### src/rtl/dac_2ch_arbiter.sv
// -----------------------------------------------------------------------------
// dac_2ch_arbiter
//
// Shares one SPI write engine between two DAC channels (A and B). A level
// request per channel is arbitrated in IDLE. The winner's code is packed into a
// 16-bit DAC command word and a start pulse is issued. The arbiter then waits
// for the engine's end-of-data pulse, acknowledges the winner, and enforces a
// minimum CS-high gap before the next frame.
//
// Frame timeline in clock edges, counted from the edge that grants in IDLE:
//   +0          word_o loaded, busy_o rises
//   +1          start_o pulses (registered image of the START state)
//   eod edge    ack_o pulses for the winner
//   +GAP_CYC    busy_o falls
//
// Configuration macro:
//   DAC_RR_ARB_EN  defined   -> round-robin arbitration (last-grant pointer)
//                  undefined -> fixed priority, channel A always wins
//
// Parameters:
//   DW       DAC code width (code is zero-extended/truncated to 12 bits)
//   GAP_CYC  idle cycles between frames, 1..255
//
// Ports:
//   clk_i    system clock, rising edge
//   rst_i    asynchronous active-low reset
//   req_i    per-channel level request (bit0 = A, bit1 = B)
//   data0_i  channel A code, sampled on grant
//   data1_i  channel B code, sampled on grant
//   eod_i    end-of-data pulse from the SPI write engine
//   start_o  one-cycle start pulse to the SPI write engine
//   word_o   DAC command word, stable for the whole frame
//   ack_o    one-hot, one-cycle completion pulse per channel
//   busy_o   high whenever the FSM is not in IDLE
// -----------------------------------------------------------------------------
module dac_2ch_arbiter #(
    parameter int DW      = 12,
    parameter int GAP_CYC = 4
) (
    input  logic          clk_i,
    input  logic          rst_i,
    input  logic [1:0]    req_i,
    input  logic [DW-1:0] data0_i,
    input  logic [DW-1:0] data1_i,
    input  logic          eod_i,
    output logic          start_o,
    output logic [15:0]   word_o,
    output logic [1:0]    ack_o,
    output logic          busy_o
);

    typedef enum logic [1:0] {
        ST_IDLE  = 2'd0,
        ST_START = 2'd1,
        ST_WAIT  = 2'd2,
        ST_GAP   = 2'd3
    } state_t;

    localparam logic [7:0] GAP_LAST = 8'(GAP_CYC - 1);

    state_t      state_r;
    state_t      next_s;
    logic [7:0]  gap_cnt_r;
    logic        start_r;
    logic        busy_r;
    logic [1:0]  ack_r;
    logic [15:0] word_r;
    logic        grant_s;
    logic        grant_ch_s;
    logic [11:0] code_s;

    // DAC command word: channel select, unbuffered Vref, 1x gain, output active.
    function automatic logic [15:0] dac_word(input logic ch, input logic [11:0] code);
        return {ch, 1'b0, 1'b1, 1'b1, code};
    endfunction

`ifdef DAC_RR_ARB_EN
    logic last_r;   // channel granted most recently (0 = A, 1 = B)

    // Round-robin pick: on a tie the channel not granted last wins.
    always_comb begin
        if (req_i == 2'b11) begin
            grant_ch_s = ~last_r;
        end else if (req_i[0]) begin
            grant_ch_s = 1'b0;
        end else begin
            grant_ch_s = 1'b1;
        end
    end

    // Last-grant pointer; resets to B so that A wins the first tie.
    always_ff @(posedge clk_i or negedge rst_i) begin
        if (!rst_i) begin
            last_r <= 1'b1;
        end else if (grant_s) begin
            last_r <= grant_ch_s;
        end else begin
            last_r <= last_r;
        end
    end
`else
    // Fixed priority pick: A whenever it requests.
    always_comb begin
        if (req_i[0]) begin
            grant_ch_s = 1'b0;
        end else begin
            grant_ch_s = 1'b1;
        end
    end
`endif

    // Grant qualification and winner code selection.
    always_comb begin
        grant_s = (state_r == ST_IDLE) && (req_i != 2'b00);
        if (grant_ch_s) begin
            code_s = 12'(data1_i);
        end else begin
            code_s = 12'(data0_i);
        end
    end

    // Next-state logic; eod_i only matters in WAIT.
    always_comb begin
        next_s = state_r;
        case (state_r)
            ST_IDLE: begin
                if (req_i != 2'b00) begin
                    next_s = ST_START;
                end else begin
                    next_s = ST_IDLE;
                end
            end
            ST_START: begin
                next_s = ST_WAIT;
            end
            ST_WAIT: begin
                if (eod_i) begin
                    next_s = ST_GAP;
                end else begin
                    next_s = ST_WAIT;
                end
            end
            ST_GAP: begin
                if (gap_cnt_r == GAP_LAST) begin
                    next_s = ST_IDLE;
                end else begin
                    next_s = ST_GAP;
                end
            end
            default: begin
                next_s = ST_IDLE;
            end
        endcase
    end

    // FSM state register.
    always_ff @(posedge clk_i or negedge rst_i) begin
        if (!rst_i) begin
            state_r <= ST_IDLE;
        end else begin
            state_r <= next_s;
        end
    end

    // Registered outputs and gap counter.
    always_ff @(posedge clk_i or negedge rst_i) begin
        if (!rst_i) begin
            start_r   <= 1'b0;
            busy_r    <= 1'b0;
            ack_r     <= 2'b00;
            word_r    <= 16'h0000;
            gap_cnt_r <= 8'd0;
        end else begin
            start_r <= (state_r == ST_START);
            busy_r  <= (next_s != ST_IDLE);

            // word_r[15] records the winner for the whole frame.
            if (state_r == ST_WAIT && eod_i) begin
                ack_r <= word_r[15] ? 2'b10 : 2'b01;
            end else begin
                ack_r <= 2'b00;
            end

            if (grant_s) begin
                word_r <= dac_word(grant_ch_s, code_s);
            end else begin
                word_r <= word_r;
            end

            if (state_r == ST_GAP && gap_cnt_r != GAP_LAST) begin
                gap_cnt_r <= gap_cnt_r + 8'd1;
            end else begin
                gap_cnt_r <= 8'd0;
            end
        end
    end

    assign start_o = start_r;
    assign word_o  = word_r;
    assign ack_o   = ack_r;
    assign busy_o  = busy_r;

endmodule

### config.mk
export PLATFORM = sky130hd
export DESIGN_NAME = dac_2ch_arbiter
export DESIGN_NICKNAME = d
export VERILOG_FILES = /design/src/rtl/dac_2ch_arbiter.sv
export SDC_FILE = /design/constraint.sdc
export NUM_CORES = 1
export LEC_CHECK = 0
export ABC_AREA = 1
export ABC_CLOCK_PERIOD_IN_PS = 1200
export BUFFER_PORTS_ARGS = -buffer_cell sky130_fd_sc_hd__buf_2
export CAP_MARGIN = 10
export CORE_ASPECT_RATIO = 0.5
export CORE_MARGIN = 3
export CORE_UTILIZATION = 35
export DETAILED_ROUTE_END_ITERATION = 8
export SETUP_SLACK_MARGIN = 0.15
export SLEW_MARGIN = 20
export SYNTH_ARGS = -nofsm -noshare
export SYNTH_HDL_FRONTEND = slang
export SYNTH_SLANG_ARGS = --single-unit
### constraint.sdc
create_clock -name clk_i -period 1.2 [get_ports clk_i]
set_input_delay 0.18 -clock clk_i [delete_from_list [all_inputs] [get_ports clk_i]]
set_output_delay 0.18 -clock clk_i [all_outputs]
set_load 0.01 [all_outputs]
# Yosys cells after proc, flatten, opt, wreduce, memory -nomap -nowiden
# Index checks and enable logic that the tools add are counted.
word_totals:
  output_inout_bits: 20
  regBits: 29
  inputBits: 29
op_classes:
  addsub: 1
  mux: 9
  n_reduce_logical: 6
  n_eq_ne: 5
op_table:
  columns: ["op", "count"]
  rows:
  - ["$mux 12", 1]
  - ["$add 8x1->8 const B", 1]
  - ["$eq 8x2->1 const B", 1]
  - ["$mux 8", 1]
  - ["$ne 8x2->1 const B", 1]
  - ["$pmux 2 s4", 1]
  - ["$mux 2", 3]
  - ["$eq 2x2->1 const B", 2]
  - ["$reduce_bool 2->1", 2]
  - ["$logic_and 1x1->1", 3]
  - ["$mux 1", 3]
  - ["$eq 2x1->1 const B", 1]
  - ["$logic_not 2->1", 1]

# Longest topological paths before layout
depth:
  word_depth: 4
  mapped_depth: 7
  mapped_depth_nobuf: 7

# Worst setup path after synthesis
# Ideal clock, no wire load.
synth_timing:
  path_type: "flip-flop to flip-flop"
  startpoint: "reg gap_cnt_r[0]"
  endpoint: "reg state_r[0]"
  required_time_ps: 1076
  setup_slack_ps: 110
  period_less_slack_ps: 1090
  setup_time_ps: 124
  arrival_time_ps: 966
  path_stages_with_launch: 7
  path_cell_list: "dfrtp_1 -> ha_1 -> nand2_1 -> nor2_1 -> nand2_1 -> nand2_2 -> nand2_1"
synth_via:
  elab_chain_cells: 3
synth_rtl:
  columns: ["element", "line_no", "text"]
  rows:
  - ["from (decl)", "63", "logic [7:0] gap_cnt_r;"]
  - ["from (signal assigned)", "191", "gap_cnt_r <= gap_cnt_r + 8'd1;"]
  - ["$eq 8x2->1", "144", "if (gap_cnt_r == GAP_LAST) begin"]
  - ["$mux 2", "144", null]
  - ["$pmux 2 s4", "125", "case (state_r)"]
  - ["via next_s[0]", "62", "state_t next_s;"]
  - ["to (signal assigned)", "161", "state_r <= next_s;"]
  - ["to (decl)", "61", "state_t state_r;"]
# The timed path passes the listed nets, and every way through them passes these cells.
# A chain may end at the register's enable or synchronous reset.

# Final worst setup path
# Ends and elaborated chain as after synthesis.

==> flow_summary.toml <==
[status]
status = "completed"

[global_route]
grt_util_met3_pct = 4.12
global_route.peak_usage_layer = "met2"
overflow = 0
grt_usage_pct = 13.8
grt_pass1_wl_um = 4920
grt_max_degree = 17
grt_antenna_before_repair = 0
met1_usage_pct = 17.2
grt_pass1_vias = 1099
grt_use_met2_pct = 22.9

[pwr]
peakVddDrop_v = 0.000966
power_leakage_uw = 0.00103
p_total_uw = 3650
powerDensity_nw_per_um2 = 1950

[clock_tree]
cts_sinks = 28
clk_latency_ns = 0.28
cts_buffer_depth = 2
cts_tree = "done"
root_buffer = "clkbuf_8"
cts_buffers = 3
cts_htree_levels = 1
cts.clk_slew.worst_paths_ns = 0.10

[yosys]
ys_types = 18
synth_most_common_cell = "nand2_1"
yosys-top-cells-area = "dfrtp_1, nand2_1, nor2_1, inv_1, buf_6"
synth_commonest_cells = "nand2_1, dfrtp_1, nor2_1"
postSynthAreaPerCell_um2 = 7.57
yosysWarnings = 0
synth_top_area_cell = "dfrtp_1"
ys_seq_elements = 28
synth-seq-area-share_pct = 51.7
synth-main-ff-cell = "dfrtp_1"
netlist_area_um2 = 1360
async_flop_share_pct = 100
synthDominantCellAreaShare_pct = 51.7
synth_nets = 209
netlist_instances = 179
synth_edf_count = 0

[route]
dr.pass1.iters = 4
wl_per_cell_um = 10.7
drt-initial-drc-count = 43
drc = 0
drt-vias-per-instance = 4.27
wirelength_um = 3080
ant_nets = 0
vias = 1235

[final_layout]
synthToLayoutAreaGrowth_pct = 38.4
diodes = 0
drive_above_1_share_pct = 37.8
fin_nets = 269
fillers = 363

[worst_setup_path]
cp.required_ns = 1.38
startpoint_type = "flip-flop"
critPathKind = "flip-flop to flip-flop"
crit_buf_inv = 0
slowest_delay_ns = 0.37
endpoint_kind = "flip-flop"
cp.depth = 6
crit_chain = "ha_2 -> nand2_2 -> nor2_4 -> nand2_4 -> nand2_4 -> nand2_1"
crit_family = "simple AND/OR/NAND/NOR gates"
crit_path_max_fanout = 5
cp_data_arrival_time_ns = 1.32
reg2reg_depth = 6
cp_slowest_cell = "dfrtp_1"
crit_top_cell = "nand2_4"

[sta]
max_freq_ghz = 0.874
layout_min_cycle_time_ns = 1.14
rsz0062_at_grt = "yes"
hold_violations = 0
setup_viol = 0
fin_skew_ns = 0.00748
fin_crit_sh_pct = 95.3
finalMaxSlewViolations = 0
fin_ws_ns = 0.0564

[die]
die_y_um = 50
die_x_um = 94.0
num_rows = 15
ios = 49
dieArea_um2 = 4700
fp.coreArea_um2 = 3570
start_util_pct = 38.0

[flow_run]
cap_violations = 0

[place]
io_buffers = 47
dp_slack_ns = 0.0198
post-dp-hpwl_um = 2170
gp_congestion = 0.764

[hold_path]
min_path_cells = 5
min_path_type = "primary input to flip-flop"
stage by stage:
stage	TNS, ns	utilization, %	instance area [um^2]	hold slack (ns)	std cells
finish	0	52.6	1880	0.186	289
global route	-0.0184	52.6	1880	0.189	289
CTS	0	50.4	1800	0.176	287
detailed placement	0	46.1	1640	0.116	275
global placement	0	46.1	1640	0.109	275
floorplan	0	-	1360	-0.116	179
layer usage:
metal  vias to the layer above  part of all wire (%)  wire length, um
met4                         0                  0.58               18
met1                       560                    45             1380
met3                         2                   4.7              144
met5                         -                     0                0
met2                        26                    50             1530
li1                        647                     -                -
layout by cell type (no fill, tap or decap), types with 4 or more instances in the layout:
cell type  instances
buf_2             47
inv_1             12
nand2_2            7
nor2_4             4
nand2_1           85
nor2_1            14
buf_4             10
dfrtp_1           27
cell type report:
type                            count  area [um^2]  area share [%]
Clock buffer                        3         41.3            2.20
Clock inverter                      1         30.0            1.60
Inverter                           16         65.1            3.47
Multi-Input combinational cell    130          626            33.4
Sequential cell                    28          702            37.4
Tap cell                           51         63.8            3.40
Timing Repair Buffer               59          340            18.1
Timing Repair inverter              1         7.51           0.400
worst register-to-register path, cell delays in order (launching register included):
cell	delay (ns)
dfrtp_1	0.37
ha_2	0.22
nand2_2	0.08
nor2_4	0.12
nand2_4	0.08
nand2_4	0.10
nand2_1	0.06
registers in the layout (all words and copies together), names as in the netlist:
signal,flops
word_o,14
gap_cnt_r,8
ack_o,2
state_r,2
busy_o,1
start_o,1
worst paths after layout:
| path | from | endpoint | slack (ns) |
|---|---|---|---|
| worst max-delay path | gap_cnt_r[0] | state_r[0] | 0.06 |
| worst min-delay path | data1_i[0] | word_o[0] | 0.19 |
| worst max register to register | gap_cnt_r[0] | state_r[0] | 0.06 |
| worst min register to register | word_o[15] | ack_o[0] | 0.45 |
| max in group asynchronous | rst_i | gap_cnt_r[2] | 0.47 |
| min in group asynchronous | rst_i | word_o[15] | 0.33 |
timing repair:
action                                  4_1_cts  5_1_grt
endpoints found under the setup margin       24       29
gates resized for setup                       6       25
hold buffers                                  1        0
setup buffers                                 5        2
cloned                                        2        0
hold endpoints to repair                     13        0
pin swaps                                     7       14
logic make-up (layout without fill, tap and decap cells):
group / Yosys count / after routing / synth area share (%)
AND/OR/NAND/NOR: 120 / 121 / 34.5
buffers and inverters: 22 / 80 / 8.59
flip-flops: 28 / 28 / 51.7
XOR/XNOR: 2 / 2 / 1.29
AO/OA/AOI/OAI: 5 / 5 / 2.68
other: 1 / 1 / 0.277
adder cells (fa/ha/maj): 1 / 1 / 0.923
power breakdown:
| group | internal [uW] | total (uW) | switching [uW] |
|---|---|---|---|
| registers | 1260 | 1460 | 202 |
| clock network | 447 | 740 | 292 |
| logic | 621 | 1450 | 831 |
| total | 2330 | 3650 | 1330 |
Note: power is estimated with default switching activity, not from simulation.
